<file path="config.mk">
export PLATFORM = sky130hd
export DESIGN_NAME = simd_gather_ctrl
export DESIGN_NICKNAME = d
export VERILOG_FILES = /design/src/rtl/simd_img_pkg.sv /design/src/rtl/simd_lane_addr_gen.sv /design/src/rtl/simd_gather_ctrl.sv
export SDC_FILE = /design/constraint.sdc
export NUM_CORES = 1
export LEC_CHECK = 0
export BUFFER_PORTS_ARGS = -buffer_cell sky130_fd_sc_hd__buf_2
export CORE_ASPECT_RATIO = 1.1
export CORE_MARGIN = 1.5
export CORE_UTILIZATION = 45
export CTS_CLUSTER_SIZE = 10
export DETAILED_ROUTE_END_ITERATION = 7
export PLACE_DENSITY = 0.71
export SLEW_MARGIN = 30
export SYNTH_ARGS = -nofsm -noshare
export SYNTH_HDL_FRONTEND = slang
export SYNTH_SLANG_ARGS = --single-unit
</file>
<file path="constraint.sdc">
create_clock -name clk -period 4.4 [get_ports clk]
set_input_delay 0.22 -clock clk [delete_from_list [all_inputs] [get_ports clk]]
set_output_delay 0.22 -clock clk [all_outputs]
set_load 0.01 [all_outputs]
</file>
<file path="src/rtl/simd_img_pkg.sv">
// simd_img_pkg: image geometry, lane count and gather FSM type
// shared by the gather controller and the SIMD memory port.
package simd_img_pkg;

  localparam int IMG_W_DEF = 512;
  localparam int IMG_H_DEF = 512;
  localparam int N_DEF     = 4;

  typedef enum logic [1:0] {
    IDLE,
    ISSUE,
    WAIT,
    DONE
  } gather_state_t;

  function automatic int addr_w(input int w, input int h);
    return $clog2(w * h);
  endfunction

  function automatic int coord_w(input int v);
    return $clog2(v);
  endfunction

  // lane x must hold x0 + (N-1)*step without wrapping
  function automatic int lane_x_w(input int w, input int n);
    return $clog2(w) + $clog2(n) + 1;
  endfunction

endpackage

</file>
<file path="src/rtl/simd_lane_addr_gen.sv">
// simd_lane_addr_gen: one lane's x, range check and linear address.
// SIMD_GATHER_CLAMP_EN clamps out-of-range x instead of masking the lane.
module simd_lane_addr_gen
  import simd_img_pkg::*;
#(
  parameter  int IMG_W     = IMG_W_DEF,
  parameter  int IMG_H     = IMG_H_DEF,
  parameter  int N         = N_DEF,
  parameter  int LANE      = 0,
  localparam int ADDR_BITS = addr_w(IMG_W, IMG_H),
  localparam int XW        = coord_w(IMG_W),
  localparam int YW        = coord_w(IMG_H),
  localparam int LW        = lane_x_w(IMG_W, N)
) (
  input  logic [XW-1:0]        x0,
  input  logic [YW-1:0]        y,
  input  logic [XW-1:0]        step,
  output logic [ADDR_BITS-1:0] addr,
  output logic                 mask
);

  localparam int X_MAX_I = IMG_W - 1;
  localparam int Y_MAX_I = IMG_H - 1;
  localparam logic [LW-1:0] X_MAX = X_MAX_I[LW-1:0];
  localparam logic [YW:0]   Y_MAX = Y_MAX_I[YW:0];
  localparam logic [LW-1:0] LANE_V = LANE[LW-1:0];

  logic [LW-1:0] x;
  logic [LW-1:0] xc;
  logic [YW:0]   yc;

  always_comb begin
    x    = LW'(x0) + LANE_V * LW'(step);
    yc   = {1'b0, y};
    xc   = x;
    mask = 1'b1;
    if (yc > Y_MAX) yc = Y_MAX;
    if (x > X_MAX) begin
`ifdef SIMD_GATHER_CLAMP_EN
      xc = X_MAX;
`else
      mask = 1'b0;
      xc   = '0;
`endif
    end
    addr = '0;
    if (mask)
      addr = ADDR_BITS'(yc) * ADDR_BITS'(IMG_W)
           + ADDR_BITS'(xc);
  end

endmodule

</file>
<file path="src/rtl/simd_gather_ctrl.sv">
// simd_gather_ctrl: issues N lane reads per pixel group and gathers bytes.
// Build option SIMD_GATHER_CLAMP_EN selects edge clamping in the lanes.
module simd_gather_ctrl
  import simd_img_pkg::*;
#(
  parameter  int IMG_W     = IMG_W_DEF,
  parameter  int IMG_H     = IMG_H_DEF,
  parameter  int N         = N_DEF,
  localparam int ADDR_BITS = addr_w(IMG_W, IMG_H),
  localparam int XW        = coord_w(IMG_W),
  localparam int YW        = coord_w(IMG_H)
) (
  input  logic                        clk,
  input  logic                        rst,
  input  logic                        in_valid,
  output logic                        in_ready,
  input  logic [XW-1:0]               in_x0,
  input  logic [YW-1:0]               in_y,
  input  logic [XW-1:0]               in_step,
  output logic [N-1:0]                rd_req,
  output logic [N-1:0][ADDR_BITS-1:0] rd_addr,
  input  logic [N-1:0]                rd_valid,
  input  logic [N-1:0][7:0]           rd_data,
  output logic                        out_valid,
  input  logic                        out_ready,
  output logic [N-1:0][7:0]           out_data,
  output logic [N-1:0]                out_mask
);

  gather_state_t state, state_n;

  logic [N-1:0][ADDR_BITS-1:0] lane_addr;
  logic [N-1:0]                lane_mask;
  logic [N-1:0][ADDR_BITS-1:0] addr_n;
  logic [N-1:0]                mask_n;
  logic [N-1:0]                done_q, done_n;
  logic [N-1:0][7:0]           data_n;

  for (genvar i = 0; i < N; i++) begin : g_lane
    simd_lane_addr_gen #(
      .IMG_W (IMG_W),
      .IMG_H (IMG_H),
      .N     (N),
      .LANE  (i)
    ) u_lane (
      .x0   (in_x0),
      .y    (in_y),
      .step (in_step),
      .addr (lane_addr[i]),
      .mask (lane_mask[i])
    );
  end

  always_comb begin
    state_n = state;
    addr_n  = rd_addr;
    mask_n  = out_mask;
    done_n  = done_q;
    data_n  = out_data;
    unique case (state)
      IDLE: begin
        if (in_valid) begin
          state_n = ISSUE;
          addr_n  = lane_addr;
          mask_n  = lane_mask;
          done_n  = ~lane_mask;
          data_n  = '0;
        end
      end
      ISSUE: state_n = WAIT;
      WAIT: begin
        // first completion per lane wins; repeats are dropped
        for (int i = 0; i < N; i++) begin
          if (rd_valid[i] && !done_q[i]) begin
            data_n[i] = rd_data[i];
            done_n[i] = 1'b1;
          end
        end
        if (&done_n) state_n = DONE;
      end
      DONE: begin
        if (out_ready) state_n = IDLE;
      end
      default: state_n = IDLE;
    endcase
  end

  always_ff @(posedge clk or posedge rst) begin
    if (rst) begin
      state     <= IDLE;
      in_ready  <= 1'b1;
      out_valid <= 1'b0;
      rd_req    <= '0;
      rd_addr   <= '0;
      out_mask  <= '0;
      out_data  <= '0;
      done_q    <= '0;
    end else begin
      state     <= state_n;
      in_ready  <= (state_n == IDLE);
      out_valid <= (state_n == DONE);
      rd_req    <= (state_n == ISSUE) ? mask_n : '0;
      rd_addr   <= addr_n;
      out_mask  <= mask_n;
      out_data  <= data_n;
      done_q    <= done_n;
    end
  end

endmodule

</file>
Word-level counts from Yosys, hierarchy flattened
Cells that the tools add are included.
{"block": "classes", "n_lt_le_gt_ge": 4, "n_mux": 35, "n_eq_ne": 10, "bitwise": 1, "reduce_logical": 18, "n_addsub": 7, "multipliers": 1}
{"operator": "2-to-1 mux 18 bit", "count": 4}
{"operator": "case mux 32 bit (2 select lines)", "count": 1}
{"operator": "adder 18 x 12 -> 18 bit", "count": 3}
{"operator": "greater-than comparator 12 x 9 -> 1 bit (second input constant)", "count": 3}
{"operator": "2-to-1 mux 12 bit", "count": 3}
{"operator": "2-to-1 mux 32 bit", "count": 1}
{"operator": "2-to-1 mux 8 bit", "count": 4}
{"operator": "adder 18 x 9 -> 18 bit", "count": 1}
{"operator": "2-to-1 mux 4 bit", "count": 4}
{"operator": "adder 9 x 11 -> 12 bit", "count": 1}
{"operator": "2-to-1 mux 1 bit", "count": 12}
{"operator": "AND reduction 3 bit", "count": 4}
{"operator": "adder 9 x 10 -> 11 bit", "count": 1}
{"operator": "multiplier 2 x 9 -> 11 bit (first input constant)", "count": 1}
{"operator": "adder 9 x 9 -> 10 bit", "count": 1}
{"operator": "inequality test 2 bit (second input constant)", "count": 5}
{"operator": "greater-than comparator 9 bit (second input constant)", "count": 1}
{"operator": "2-to-1 mux 9 bit", "count": 1}
{"operator": "case mux 2 bit (4 select lines)", "count": 1}
{"operator": "case mux 4 bit (2 select lines)", "count": 1}
{"operator": "equality test 2 bit (second input constant)", "count": 3}
{"operator": "2-to-1 mux 2 bit", "count": 3}
{"operator": "equality test 2 x 1 -> 1 bit (second input constant)", "count": 2}
{"operator": "logical AND 1 bit", "count": 4}
{"operator": "6 further kinds", "count": 11}
{"block": "word_totals", "wordCells": 90, "ff_bits": 120}

Depth between registers and ports, before layout
{"block": "depth", "word_depth": 9, "mapped_depth": 10}

Cells and area by module
A second synthesis with hierarchy kept.
{"block": "unflattened", "hier_cells": 600, "hier_area_um2": 6861.6}
{"module": "simd_gather_ctrl", "area_per_inst_um2": 4576.9, "cells_per_inst": 292, "instances": 1, "seq_area_each_um2": 3004.1}
{"module": "simd_lane_addr_gen (g_lane[3].u_lane)", "area_per_inst_um2": 817.0, "cells_per_inst": 98, "instances": 1, "seq_area_each_um2": 0.0}
{"module": "simd_lane_addr_gen (g_lane[2].u_lane)", "area_per_inst_um2": 718.2, "cells_per_inst": 102, "instances": 1, "seq_area_each_um2": 0.0}
{"module": "simd_lane_addr_gen (g_lane[1].u_lane)", "area_per_inst_um2": 670.6, "cells_per_inst": 88, "instances": 1, "seq_area_each_um2": 0.0}
{"module": "simd_lane_addr_gen (g_lane[0].u_lane)", "area_per_inst_um2": 78.8, "cells_per_inst": 20, "instances": 1, "seq_area_each_um2": 0.0}

Least setup slack after synthesis
Ideal clock, no wire load.
{"block": "synth_path", "path_kind": "in2reg", "start": "input port in_x0[1]", "end": "register rd_addr[57] (netlist name)", "t_arrival_ns": 2.354, "n_path_buf": 1, "setup_ns": 0.122, "setup_slack_ns": 1.924, "required_ns": 4.278, "stages": 10, "path_cell_list": "fa_1 -> ha_1 -> inv_1 -> fa_1 -> nand2b_1 -> a21oi_1 -> o211a_1 -> o22ai_2 -> buf_6 -> a32o_1"}
{"block": "synth_via", "elab_chain_len": 5}
{"item": "start, declared", "line": "simd_gather_ctrl.sv:17", "text": "input logic [XW-1:0] in_x0,"}
{"item": "adder 9 x 11 -> 12 bit *", "line": "simd_lane_addr_gen.sv:33", "text": "x = LW'(x0) + LANE_V * LW'(step);"}
{"item": "greater-than comparator 12 x 9 -> 1 bit", "line": "simd_lane_addr_gen.sv:38", "text": "if (x > X_MAX) begin"}
{"item": "2-to-1 mux 12 bit", "line": "simd_lane_addr_gen.sv:38"}
{"item": "adder 18 x 12 -> 18 bit", "line": "simd_lane_addr_gen.sv:49", "text": "+ ADDR_BITS'(xc);"}
{"item": "2-to-1 mux 18 bit *", "line": "simd_lane_addr_gen.sv:47", "text": "if (mask)"}
{"item": "end signal, assigned", "line": "simd_gather_ctrl.sv:103", "text": "rd_addr <= addr_n;"}
{"item": "end, declared", "line": "simd_gather_ctrl.sv:21", "text": "output logic [N-1:0][ADDR_BITS-1:0] rd_addr,"}
Every way passes the cells marked *; elsewhere a longest branch is shown, timed or not.
A chain may end at the register's enable or synchronous reset.

Worst setup path in the final report
Ends and elaborated chain as after synthesis.

==> run_results.csv <==
group,metric,value,unit
status,outcome,"complete, no violations",
setup_path,startpoint_type,"input pin",
timing,max_freq,0.349,GHz
power,p_per_area,634,mW/mm^2
detailed_routing,drt-total-wl,16400,um
timing,tightestPinTransition,927,ps
cts,cts_tree,"built",
detailed_routing,avgViaCountPerCell,5.34,
cts,h-tree-depth,4,
finish,areaGrowthSynthToFinish,28.0,%
placed_design,dp.cells,967,
detailed_routing,route.detailed.drc,0,
finish,drive_gt1_share,27.7,%
power,clkPwrFrac,28.7,%
cts,cts_root_buf,"clkbuf_16",
timing,slew_headroom,38.1,%
yosys,ys_top_cells_by_count,"147 x nand2_1, 119 x dfrtp_1, 65 x o21ai_0",
placed_design,place_ws,1110,ps
finish,n_antenna_cell,0,
cts,postCtsResizedCells,0,
detailed_routing,antenna_left,0,
cts,cts_inserted_buffers,17,
timing,setup_viol,0,
placed_design,port_buffers,180,
setup_path,crit_path_max_incr_delay,760,ps
floorplanning,die_w,114,um
yosys,synth_cell_types,49,
detailed_routing,vias,5342,
setup_path,path_max_fanout,20,
floorplanning,core,0.0133,mm^2
yosys,ys_seq_elements,120,
global_routing,grt_pass1_wl,26600,um
timing,whs,47.5,ps
yosys,yosysMostFrequentCell,"nand2_1",
floorplanning,num_io_pins,181,
power,p_sw_share,35.6,%
timing,rsz0062_at_grt,"no",
setup_path,cp_common_cell,"fa_1",
power,sequentialPowerShare,36.6,%
power,p_leak,0.00403,uW
power,switchingPower,1770,uW
cts,clkTransAtPathRegs,60,ps
finish,final_nets,915,
setup_path,cp_num_buf_inv,2,
yosys,yosys.area.top_type,"dfrtp_1",
timing,worst_slack,1530,ps
yosys,yosysWarnings,0,
run,maxCapViolCount,0,
setup_path,crit_family,"compound AO/OA/AOI/OAI gates",
global_routing,globalRouteOverflowTotal,0,
yosys,postSynthAreaPerCell,9.83,um^2
floorplanning,fp.dieH,125,um
setup_path,cp.required,4750,ps
yosys,syn_area,0.00613,mm^2
yosys,synthArstFlopShare,100,%
cts,clock_sinks,120,
floorplanning,dieArea,0.0143,mm^2
timing,final_hold_viol_count,0,
hold_path,hp-class,"input pin to register",
yosys,synth_edf_count,0,
detailed_routing,dr.pass1.iters,5,
placed_design,dp_hpwl,12100,um
yosys,netlist_top_cells_area,"dfrtp_1 49%, nand2_1 9.0%, ha_1 6.3%",
yosys,yosysTopAreaCellShare,48.6,%
global_routing,grt_usage,23.9,%
power,total_power,4970,uW
detailed_routing,avgRoutedWirePerCell,16.3,um
global_routing,grt_pass1_vias,5265,
yosys,syn_inst,623,
power,worst_ir_drop_vdd,0.271,mV
timing,finalMaxSlewViolations,0,
global_routing,grt_max_degree,55,
setup_path,path_cells,"buf_2, fa_1, ha_1, inv_1, fa_1, nand2b_1, a21oi_1, o2111ai_1, o22ai_2, a32o_1",
yosys,yosysSeqAreaShare,49.0,%
floorplanning,fp-row-count,44,
cts,clkLatencyLatePin,410,ps
setup_path,slowest_stage,"o22ai_2",
yosys,synth_ff_type,"dfrtp_1",
floorplanning,initial_utilization,46.2,%
placed_design,gp_congestion,0.875,
cts,clock_path_buffers,2,
setup_path,arrival,3220,ps
setup_path,endpoint_kind,"register",
detailed_routing,drt_iter0_drc,273,
timing,setup-tns-final,0,ps
setup_path,path_class,"input pin to register",
global_routing,antenna_found_initial,0,
finish,fin_cells,1001,
timing,fin_worst_skew,4.00,ps
power,p_int,3200,uW
timing,period_minus_slack,2870,ps
power,combinationalPowerShare,34.7,%
timing,finalCritPeriodShare,65.1,%
worst paths after layout:
check                                  from  slack, ps           end  cells past startpoint
worst min-delay path            rd_data[11]         50  out_data[11]                      3
worst max register to register     state[0]       1580   rd_addr[40]                      5
worst min register to register  out_data[7]        470   out_data[7]                      2
max in group asynchronous               rst       2980    rd_addr[5]                      4
worst max-delay path               in_x0[1]       1530   rd_addr[57]                     10
min in group asynchronous               rst        360   rd_addr[12]                      3
state kept, by name, indices dropped and copies added (netlist names):
register and cells:
rd_addr 72, out_mask 4, rd_req 4, done_q 4, in_ready 1, out_valid 1
state 2, out_data 32
worst min-delay path: cells and delay by family:
family          cells  cell delay, ps
simple gates        1              40
buf+inv             1             100
compound gates      1              60
final cells by class:
cell class	count	area, um^2
clock buffers	21	470
clock inverters	11	146
fillers	1113	5430
inverters	20	77.6
multi-input cells	458	2950
flip-flops and latches	120	3000
well taps	184	230
repair buffers	187	958
power by group through the flow:
stage	Sequential, uW	Combinational [uW]	Clock [uW]
4_1_cts	1820	1740	1450
3_3_place_gp	1810	1690	0
2_1_floorplan	2000	818	0
6_report	1820	1730	1420
3_5_place_dp	1830	1730	0
5_1_grt	1870	1930	1500
cells by family (layout without fill, tap and decap cells):
| kind of cell | count (synthesis) | after routing | synth area share (%) |
|---|---|---|---|
| AO/OA/AOI/OAI | 161 | 161 | 17.7 |
| XOR/XNOR | 29 | 29 | 4.15 |
| adder cells (fa/ha/maj) | 44 | 44 | 10.6 |
| buffers and inverters | 50 | 239 | 3.33 |
| flip-flops | 120 | 120 | 49.0 |
| other | 2 | 7 | 0.123 |
| AND/OR/NAND/NOR | 217 | 217 | 15.1 |
cell usage in the layout, fill, tap and decap left out, types with 4 or more instances in the layout:
cell and instances:
a211oi_1 6, a21o_1 7, a21oi_1 14, a22o_1 30
buf_2 180, buf_4 5, clkbuf_16 17, clkinvlp_4 5
conb_1 7, dfrtp_1 119, fa_1 13, ha_1 31
inv_1 19, nand2_1 147, nand2b_1 9, nand3_1 9
nand4_1 4, nor2_1 20, nor2b_1 4, nor3_1 11
o21a_1 9, o21ai_0 65, o31ai_1 8, xnor2_1 17
xor2_1 12
per-layer routing:
layer	vias to the layer above	GRT usage, %	share of wire [%]
li1	2508	-	-
met3	30	5.96	7.2
met1	2563	31.2	43
met5	-	0	0
met2	241	38.5	47
met4	0	8.90	2.3
stage by stage:
| step | area [um^2] | util (%) |
|---|---|---|
| floorplan | 6140 | - |
| CTS | 7840 | 59.1 |
| finish | 7840 | 59.1 |
| detailed placement | 7200 | 54.3 |
| global placement | 7190 | 54.2 |
| global route | 7840 | 59.1 |
what timing repair did:
action | 4_1_cts | 5_1_grt
buffers inserted | 0 | 0
hold endpoints to repair | 34 | 0
hold buffers | 2 | 0
endpoints found under the setup margin | 0 | 0
No activity file was read; power rests on OpenSTA's default activity.
